**config.mk**
```make
export PLATFORM = sky130hd
export DESIGN_NAME = deint_frame_ctrl
export DESIGN_NICKNAME = d
export VERILOG_FILES = /design/src/rtl/deint_frame_ctrl.sv
export SDC_FILE = /design/constraint.sdc
export NUM_CORES = 1
export LEC_CHECK = 0
export CORE_AREA = 10 10 67 96
export CTS_CLUSTER_DIAMETER = 150
export DETAILED_ROUTE_END_ITERATION = 12
export DIE_AREA = 0 0 77 106
export DONT_BUFFER_PORTS = 1
export GPL_ROUTABILITY_DRIVEN = 0
export GPL_TIMING_DRIVEN = 0
export PLACE_DENSITY = 0.73
export SLEW_MARGIN = 0
export SYNTH_ARGS = -nofsm -noshare
export SYNTH_HDL_FRONTEND = slang
export SYNTH_SLANG_ARGS = --single-unit
```
**constraint.sdc**
```tcl
create_clock -name Clk -period 4.4 [get_ports Clk]
set_input_delay 0.66 -clock Clk [delete_from_list [all_inputs] [get_ports Clk]]
set_output_delay 0.66 -clock Clk [all_outputs]
set_load 0.1 [all_outputs]
```
**src/rtl/deint_frame_ctrl.sv**
```systemverilog
// deint_frame_ctrl
//
// Frame sequencer that sits in front of the receive-side deinterleaver.
// It accepts one frame request (rate code + OFDM symbol count), latches the
// rate, feeds NSym*Ncbps demapped bits into the deinterleaver and then one
// extra Ncbps block of zeros to flush the final symbol out. The deinterleaver's
// own valid flag stays high once set, so this block generates the per-frame
// output valid window, including a last-bit marker.
//
// Optional feature: define DEINT_CTRL_ABORT_EN to add the Abort input.
// Abort=1 in LOAD/RUN/FLUSH returns the FSM to IDLE on the next edge with
// no Done/Err pulse. Without the macro the port and its logic are absent.
//
// Handshake semantics:
//   Request side : a request is taken on a clock edge where ReqValid=1 and
//                  ReqReady=1 (ReqReady is high only in IDLE). A bad request
//                  is still consumed and answered with an Err pulse.
//   Input side   : InReady=1 only in RUN. In RUN the source must hold
//                  InValid=1 every cycle; a cycle with InValid=0 is an
//                  underflow and aborts the frame with ErrCode=11.
//   Output side  : no back-pressure. OutBit is meaningful when OutValid=1.
//
// Ports:
//   Clk, Reset        clock, synchronous active-high reset
//   ReqValid/ReqReady frame request handshake
//   ReqRate, ReqNSym  rate code and symbol count of the request
//   InBit/InValid     demapped coded bit stream, InReady = consumed this cycle
//   DiStart, DiRate,
//   DiX, DiY          deinterleaver control, data in and data out
//   OutBit, OutValid,
//   OutLast           qualified deinterleaved bit stream to the depuncturer
//   Busy              FSM not in IDLE
//   Done, Err         one-cycle completion / rejection pulses
//   ErrCode           01 bad rate, 10 NSym=0, 11 input underflow
//   DbgState          current FSM state encoding, for debug/checkers
//   Abort             (DEINT_CTRL_ABORT_EN only) frame abort

module deint_frame_ctrl #(
    parameter int NSYM_W = 12
) (
    input  logic              Clk,
    input  logic              Reset,
    input  logic              ReqValid,
    output logic              ReqReady,
    input  logic [3:0]        ReqRate,
    input  logic [NSYM_W-1:0] ReqNSym,
    input  logic              InBit,
    input  logic              InValid,
    output logic              InReady,
    output logic              DiStart,
    output logic [3:0]        DiRate,
    output logic              DiX,
    input  logic              DiY,
    output logic              OutBit,
    output logic              OutValid,
    output logic              OutLast,
    output logic              Busy,
    output logic              Done,
    output logic              Err,
    output logic [1:0]        ErrCode,
    output logic [2:0]        DbgState
`ifdef DEINT_CTRL_ABORT_EN
    ,
    input  logic              Abort
`endif
);

    typedef enum logic [2:0] {
        ST_IDLE  = 3'd0,
        ST_LOAD  = 3'd1,
        ST_RUN   = 3'd2,
        ST_FLUSH = 3'd3,
        ST_DONE  = 3'd4
    } state_t;

    state_t            state, state_nxt;
    logic [8:0]        bit_cnt, bit_cnt_nxt;
    logic [NSYM_W-1:0] sym_cnt, sym_cnt_nxt;
    logic [8:0]        ncbps_lat;
    logic [NSYM_W-1:0] nsym_lat;
    logic [3:0]        rate_lat;
    logic              err_q;
    logic [1:0]        err_code_q, err_code_nxt;
    logic              err_set;
    logic              accept;
    logic [8:0]        req_ncbps;
    logic              bit_last;
    logic              sym_last;

    // Coded bits per OFDM symbol for each rate code; 0 marks an invalid code.
    function automatic logic [8:0] rate_ncbps(input logic [3:0] r);
        case (r)
            4'b1101, 4'b1111: rate_ncbps = 9'd48;
            4'b0101, 4'b0111: rate_ncbps = 9'd96;
            4'b1001, 4'b1011: rate_ncbps = 9'd192;
            4'b0001, 4'b0011: rate_ncbps = 9'd288;
            default:          rate_ncbps = 9'd0;
        endcase
    endfunction

    assign req_ncbps = rate_ncbps(ReqRate);
    assign bit_last  = (bit_cnt == ncbps_lat - 9'd1);
    assign sym_last  = (sym_cnt == nsym_lat - NSYM_W'(1));

    always_ff @(posedge Clk) begin
        if (Reset) begin
            state      <= ST_IDLE;
            bit_cnt    <= '0;
            sym_cnt    <= '0;
            ncbps_lat  <= '0;
            nsym_lat   <= '0;
            rate_lat   <= '0;
            err_q      <= 1'b0;
            err_code_q <= 2'b00;
        end else begin
            state      <= state_nxt;
            bit_cnt    <= bit_cnt_nxt;
            sym_cnt    <= sym_cnt_nxt;
            err_q      <= err_set;
            err_code_q <= err_code_nxt;
            if (accept) begin
                ncbps_lat <= req_ncbps;
                nsym_lat  <= ReqNSym;
                rate_lat  <= ReqRate;
            end
        end
    end

    always_comb begin
        state_nxt    = state;
        bit_cnt_nxt  = bit_cnt;
        sym_cnt_nxt  = sym_cnt;
        err_code_nxt = err_code_q;
        err_set      = 1'b0;
        accept       = 1'b0;

        case (state)
            ST_IDLE: begin
                if (ReqValid) begin
                    if (req_ncbps == 9'd0) begin
                        err_set      = 1'b1;
                        err_code_nxt = 2'b01;
                    end else if (ReqNSym == '0) begin
                        err_set      = 1'b1;
                        err_code_nxt = 2'b10;
                    end else begin
                        accept       = 1'b1;
                        err_code_nxt = 2'b00;
                        bit_cnt_nxt  = '0;
                        sym_cnt_nxt  = '0;
                        state_nxt    = ST_LOAD;
                    end
                end
            end

            // One cycle with DiStart low so the deinterleaver restarts its
            // address counter under the newly latched rate.
            ST_LOAD: state_nxt = ST_RUN;

            ST_RUN: begin
                // Underflow is tested first so it also wins over the final bit.
                if (!InValid) begin
                    err_set      = 1'b1;
                    err_code_nxt = 2'b11;
                    state_nxt    = ST_IDLE;
                end else if (bit_last) begin
                    bit_cnt_nxt = '0;
                    if (sym_last) begin
                        state_nxt = ST_FLUSH;
                    end else begin
                        sym_cnt_nxt = sym_cnt + NSYM_W'(1);
                    end
                end else begin
                    bit_cnt_nxt = bit_cnt + 9'd1;
                end
            end

            ST_FLUSH: begin
                if (bit_last) begin
                    bit_cnt_nxt = '0;
                    state_nxt   = ST_DONE;
                end else begin
                    bit_cnt_nxt = bit_cnt + 9'd1;
                end
            end

            ST_DONE: state_nxt = ST_IDLE;

            default: state_nxt = ST_IDLE;
        endcase

`ifdef DEINT_CTRL_ABORT_EN
        // A silent abort: no Err pulse and ErrCode untouched.
        if (Abort && (state == ST_LOAD || state == ST_RUN || state == ST_FLUSH)) begin
            state_nxt    = ST_IDLE;
            err_set      = 1'b0;
            err_code_nxt = err_code_q;
        end
`endif
    end

    assign ReqReady = (state == ST_IDLE);
    assign Busy     = (state != ST_IDLE);
    assign InReady  = (state == ST_RUN);
    assign DiStart  = (state == ST_RUN) || (state == ST_FLUSH);
    assign DiRate   = rate_lat;
    assign DiX      = (state == ST_RUN) & InBit;
    // The first RUN symbol only primes the deinterleaver, so output starts
    // with symbol 1 and the flush block carries the final symbol out.
    assign OutValid = ((state == ST_RUN) && (sym_cnt != '0)) || (state == ST_FLUSH);
    // Gated so the output reads 0 whenever no valid bit is presented.
    assign OutBit   = DiY & OutValid;
    assign OutLast  = (state == ST_FLUSH) && bit_last;
    assign Done     = (state == ST_DONE);
    assign Err      = err_q;
    assign ErrCode  = err_code_q;
    assign DbgState = state;

endmodule

```
Yosys cells after proc, flatten, opt, wreduce, memory -nomap -nowiden
Memory sizes are Yosys's and may differ from the RTL's.
Index checks and enable logic that the tools add are counted.

operators by class
  shift operators = 0
  $add $sub $neg = 4
  $mul = 0
  order comparisons = 0
  muxes and demuxes = 35
  reduce and logical (&&, ||, !) cells = 15
  equal/unequal tests = 16
  bitwise logic cells = 2
  div/mod/pow operators = 0

operators by type and width
  operator                                             count
  2-to-1 mux 12 bit                                    6
  2-to-1 mux 9 bit                                     5
  one-hot mux 9 bit (3 select lines)                   1
  one-hot mux 12 bit (2 select lines)                  1
  2-to-1 mux 3 bit                                     7
  != test 2 bit (second input constant)                7
  adder 12 x 1 -> 12 bit (second input constant)       1
  == test 12 bit                                       1
  zero test 12 bit                                     1
  one-hot mux 3 bit (4 select lines)                   1
  nonzero test 12 bit                                  1
  subtractor 12 x 1 -> 12 bit (second input constant)  1
  adder 9 x 1 -> 9 bit (second input constant)         1
  == test 9 bit                                        1
  zero test 9 bit                                      1
  subtractor 9 x 1 -> 9 bit (second input constant)    1
  2-to-1 mux 1 bit                                     8
  2-to-1 mux 2 bit                                     4
  AND reduction 7 bit                                  1
  == test 3 x 2 -> 1 bit (second input constant)       2
  != test 3 x 2 -> 1 bit (second input constant)       2
  AND reduction 6 bit                                  1
  nonzero test 3 bit                                   2
  AND reduction 5 bit                                  1
  11 further kinds                                     14

storage, ports and cells
  memories = 1
  bits in latches = 0
  input port bits = 22
  RAM bits = 0
  memory bits (read-only) = 80
  logic and storage cells = 81
  flip-flop bits (word level) = 52

memory list
  memory            words  width  read ports  clocked after memory_dff  write ports  RTL line  text
  (name not given)  16     5      1           0                         0            92        case (r)

Longest topological paths before layout
  depth in word-level cells = 6
  depth in mapped cells = 11
  depth with buffers taken out = 9

Least setup slack after synthesis
No wires, ideal clock.

  kind = register to output
  start = reg state[1] (netlist: DbgState[1])
  end = out OutBit
  required time = 3.740 ns
  data arrival time = 5.268 ns
  cell stages (with the launch flop) = 5
  setup slack = -1.528 ns
  cells stage by stage = dfxtp_1 -> nor2b_1 -> inv_1 -> a31oi_1 -> and2_1

between the ends
  longest elaborated chain between the ends = 4

RTL lines
  element                 RTL line  text
  start, declared         76        state_t state, state_nxt;
  start signal, assigned  116       state <= state_nxt;
  == test 3 x 2 -> 1 bit  210       assign OutValid = ((state == ST_RUN) && (sym_cnt != '0)) || (state == ST_FLUSH);
  logical AND 1 bit       210
  logical OR 1 bit *      210
  net OutValid            55        output logic OutValid,
  bitwise AND 1 bit *     212       assign OutBit = DiY & OutValid;
  end, declared           54        output logic OutBit,

Mark *: on every way through the listed nets, which the timed path passes. The rest lies on a longest branch.

Worst setup path in the final report
  start = reg state[2] (netlist: DbgState[2])
  end = out OutBit

Same word-level chain as after synthesis.

==> metrics.md <==
| Metric | Value |
|---|---|
| # hold bufs at CTS | `0` |
| CTS sink count | `48` |
| Clock Power Share | `17.9%` |
| Drt wl/cell | `16.2 µm` |
| Reg clk slew, reported paths | `0.09 ns` |
| Max Cap Viol | `0` |
| Syn_area_per_cell | `7.82 µm²` |
| Vias | `2499` |
| Outcome | `finished, final reports clean` |
| Post-synth EDFFs | `0` |
| Gr usage total | `16.8%` |
| Seq cells post-synth | `48` |
| Largest area contributor in the netlist | `dfxtp_1` |
| Largest net degree at the start of global routing | `15` |
| Drt total wl | `6890 µm` |
| Max FO, Critical Path | `8` |
| Post CTS Setup Buffer Count | `0` |
| Synth Flop Type | `dfxtp_1` |
| Core Box Area | `4770 µm²` |
| CP arrival | `3.57 ns` |
| CP max-delay cell | `and2_1` |
| Clock Skews | `0.00448 ns` |
| Final Hold Viols | `0` |
| Commonest non-fill, non-tap cell in the layout | `nand2_1` |
| H-tree depth | `2` |
| Floorplan row count | `31` |
| Final period util | `96.2%` |
| Final HPWL from detailed placement | `5460 µm` |
| Fillcell total | `435` |
| Yosys cell types | `54` |
| Worst VDD drop | `359 µV` |
| Commonest non-fill, non-tap cells in the layout | `nand2_1, dfxtp_1, a21oi_1` |
| # setup viols final | `0` |
| Required @ worst endpoint | `3.74 ns` |
| Psw | `0.733 mW` |
| Ports | `41` |
| Hold Path Class | `in2reg` |
| Area share of the largest cell type after synthesis | `35.2%` |
| Cell breakdown of the critical path | `nor2b_4, inv_1, a31oi_4, and2_1` |
| Slowest stage delay, CP | `0.87 ns` |
| Cell count after synthesis | `349` |
| Total CTS buffers | `5` |
| Pin slew with the least headroom to its limit | `1.27 ns` |
| CTS root buf | `clkbuf_8` |
| Synth-to-layout area growth | `8.94%` |
| Initial antenna violation count | `0` |
| Dpl cells | `417` |
| Endpoint class of the critical path | `output port` |
| First-pass GRT wire length | `11500 µm` |
| Multi-input logic area | `1670 µm²` |
| Share of cells above drive strength 1 | `7.80%` |
| Fin cells | `425` |
| CTS max path bufs | `2` |
| # nets final | `385` |
| Syn Nets | `376` |
| RSZ-0062 raised after global routing | `no` |
| Clk Latency, worst-skew pair | `0.30 ns` |
| Asr flop ratio synth | `0%` |
| Post-detailed-route count of antenna-violating nets | `0` |
| Switching Fraction | `48.4%` |
| Iter 0 DRT Violations | `119` |
| Port bufs | `0` |
| Area contributors post-synth | `dfxtp_1, nand2_1, a21oi_1, xnor2_1, nor2_1` |
| Cell internal pwr | `0.782 mW` |
| Vias/cell | `5.88` |
| Fmax | `236 MHz` |
| Initial cell density of the core | `57.2%` |
| Crit path time final | `4.23 ns` |
| Power density over the cells | `509 nW/µm²` |
| Worst slew margin | `15.2%` |
| Hold WS | `0.444 ns` |
| Seq/Total Area, Yosys | `35.2%` |
| CTS tree | `yes` |
| FF/Latch Area | `962 µm²` |
| P_leak | `1.02 nW` |
| Congestion Overflow GR | `0` |
| Power share of the sequential group | `43.1%` |
| Comb power frac | `39.1%` |
| Chip width | `77 µm` |
| Vias in the first global route | `2504` |
| Critical path class | `reg2out` |
| ANT cells | `0` |
| Startpoint Class | `register` |
| Mapped cell area | `2730 µm²` |
| Syn. warnings | `0` |
| Die Y | `106 µm` |
| Die ar. | `8160 µm²` |
| Slew Viols, Final | `0` |
| DRC viols | `0` |
| Drt first pass iters | `4` |
[what timing repair did]
item / CTS / global route
endpoints found under the hold margin: 0 / 0
endpoints found under the setup margin: 2 / 0
gates resized for setup: 3 / 0
[through the flow]
| step | instance area (µm²) | utilization, % | worst slack, ns | TNS, ns | total power [mW] |
|---|---|---|---|---|---|
| floorplan | 2740 | - | -0.408 | -0.408 | 1.11 |
| detailed placement | 2870 | 60.1 | -0.679 | -0.679 | 1.25 |
| global placement | 2830 | 59.2 | -0.644 | -0.721 | 1.19 |
| CTS | 2970 | 62.3 | 0.146 | 0 | 1.52 |
| global route | 2970 | 62.3 | 0.0696 | 0 | 1.59 |
| finish | 2970 | 62.3 | 0.169 | 0 | 1.52 |
[logic make-up (layout without fill, tap and decap cells)]
| kind of cell | after synthesis | count (layout) | synth area share (%) |
|---|---|---|---|
| adders and majority gates | 5 | 5 | 2.29 |
| and+or+nand+nor | 160 | 160 | 30.2 |
| muxes | 3 | 3 | 1.10 |
| DFF | 48 | 48 | 35.2 |
| buffers and inverters | 30 | 40 | 5.09 |
| AOI/OAI and AO/OA | 76 | 76 | 17.4 |
| xor gates and xnor gates | 27 | 27 | 8.66 |
[cell type report]
class	instances	share of cell area, %
buffer	16	2.90
clock buffer	6	2.78
clock inverter	2	0.337
inverter	14	1.77
multi-input combinational	271	56.0
sequential	48	32.4
tap	66	2.78
timing repair buffer	2	1.05
[power groups by stage]
stage	logic [mW]	clock network [mW]	registers (mW)
floorplan	0.460	0	0.648
global placement	0.527	0	0.660
detailed placement	0.585	0	0.662
CTS	0.592	0.278	0.653
global route	0.641	0.289	0.658
finish	0.592	0.271	0.652
[cells in the mapped netlist (2+ instances only)]
| cell | n |
|---|---|
| or3_1 | 10 |
| nor2b_1 | 2 |
| a31o_2 | 2 |
| nor4b_1 | 2 |
| a21oi_1 | 36 |
| a211oi_1 | 5 |
| and2_1 | 4 |
| nor2_1 | 29 |
| xor2_1 | 9 |
| nor3b_1 | 3 |
| nor3_1 | 14 |
| or4_1 | 7 |
| nor4_1 | 7 |
| ha_1 | 5 |
| nand4_1 | 9 |
| xnor2_1 | 18 |
| inv_1 | 14 |
| mux2i_1 | 3 |
| nand2_1 | 50 |
| o21ai_1 | 3 |
| and3_1 | 4 |
| o31ai_1 | 3 |
| a22oi_1 | 2 |
| dfxtp_1 | 48 |
| o21ai_0 | 11 |
| a31oi_1 | 2 |
| clkbuf_1 | 12 |
| nand3_1 | 9 |
[worst paths after layout]
| check | cells past startpoint | end | startpoint | slack, ns |
|---|---|---|---|---|
| setup / recovery | 4 | OutBit | DbgState[2] | 0.17 |
| hold / removal | 1 | ErrCode[0] | ReqRate[0] | 0.44 |
| setup reg to reg | 10 | sym_cnt[9] | DbgState[0] | 0.53 |
| hold reg to reg | 2 | nsym_lat[11] | nsym_lat[11] | 0.49 |
[critical path, delay by kind of cell, from the launching register on]
family / cells / cell delay (ns)
AND/OR/NAND/NOR: 2 / 1.62
flip-flops: 1 / 0.75
AO/OA/AOI/OAI: 1 / 0.67
buffers and inverters: 1 / 0.22
[state kept, by name, summed over array words and instances, names as in the netlist]
signal / cells
bit_cnt: 9
sym_cnt: 12
DiRate: 4
nsym_lat: 12
ncbps_lat: 5
ErrCode: 2
Err: 1
DbgState: 3
[routing by layer]
| metal | vias up | GRT usage, % | part of all wire [%] | wire length [µm] |
|---|---|---|---|---|
| met5 | - | 0 | 0 | 0 |
| met4 | 0 | 8.51 | 3.5 | 240 |
| met3 | 23 | 3.88 | 4.5 | 309 |
| met2 | 55 | 32.3 | 54 | 3750 |
| met1 | 1157 | 16.3 | 38 | 2590 |
| li1 | 1264 | - | - | - |
No activity file was read; power rests on OpenSTA's default activity.
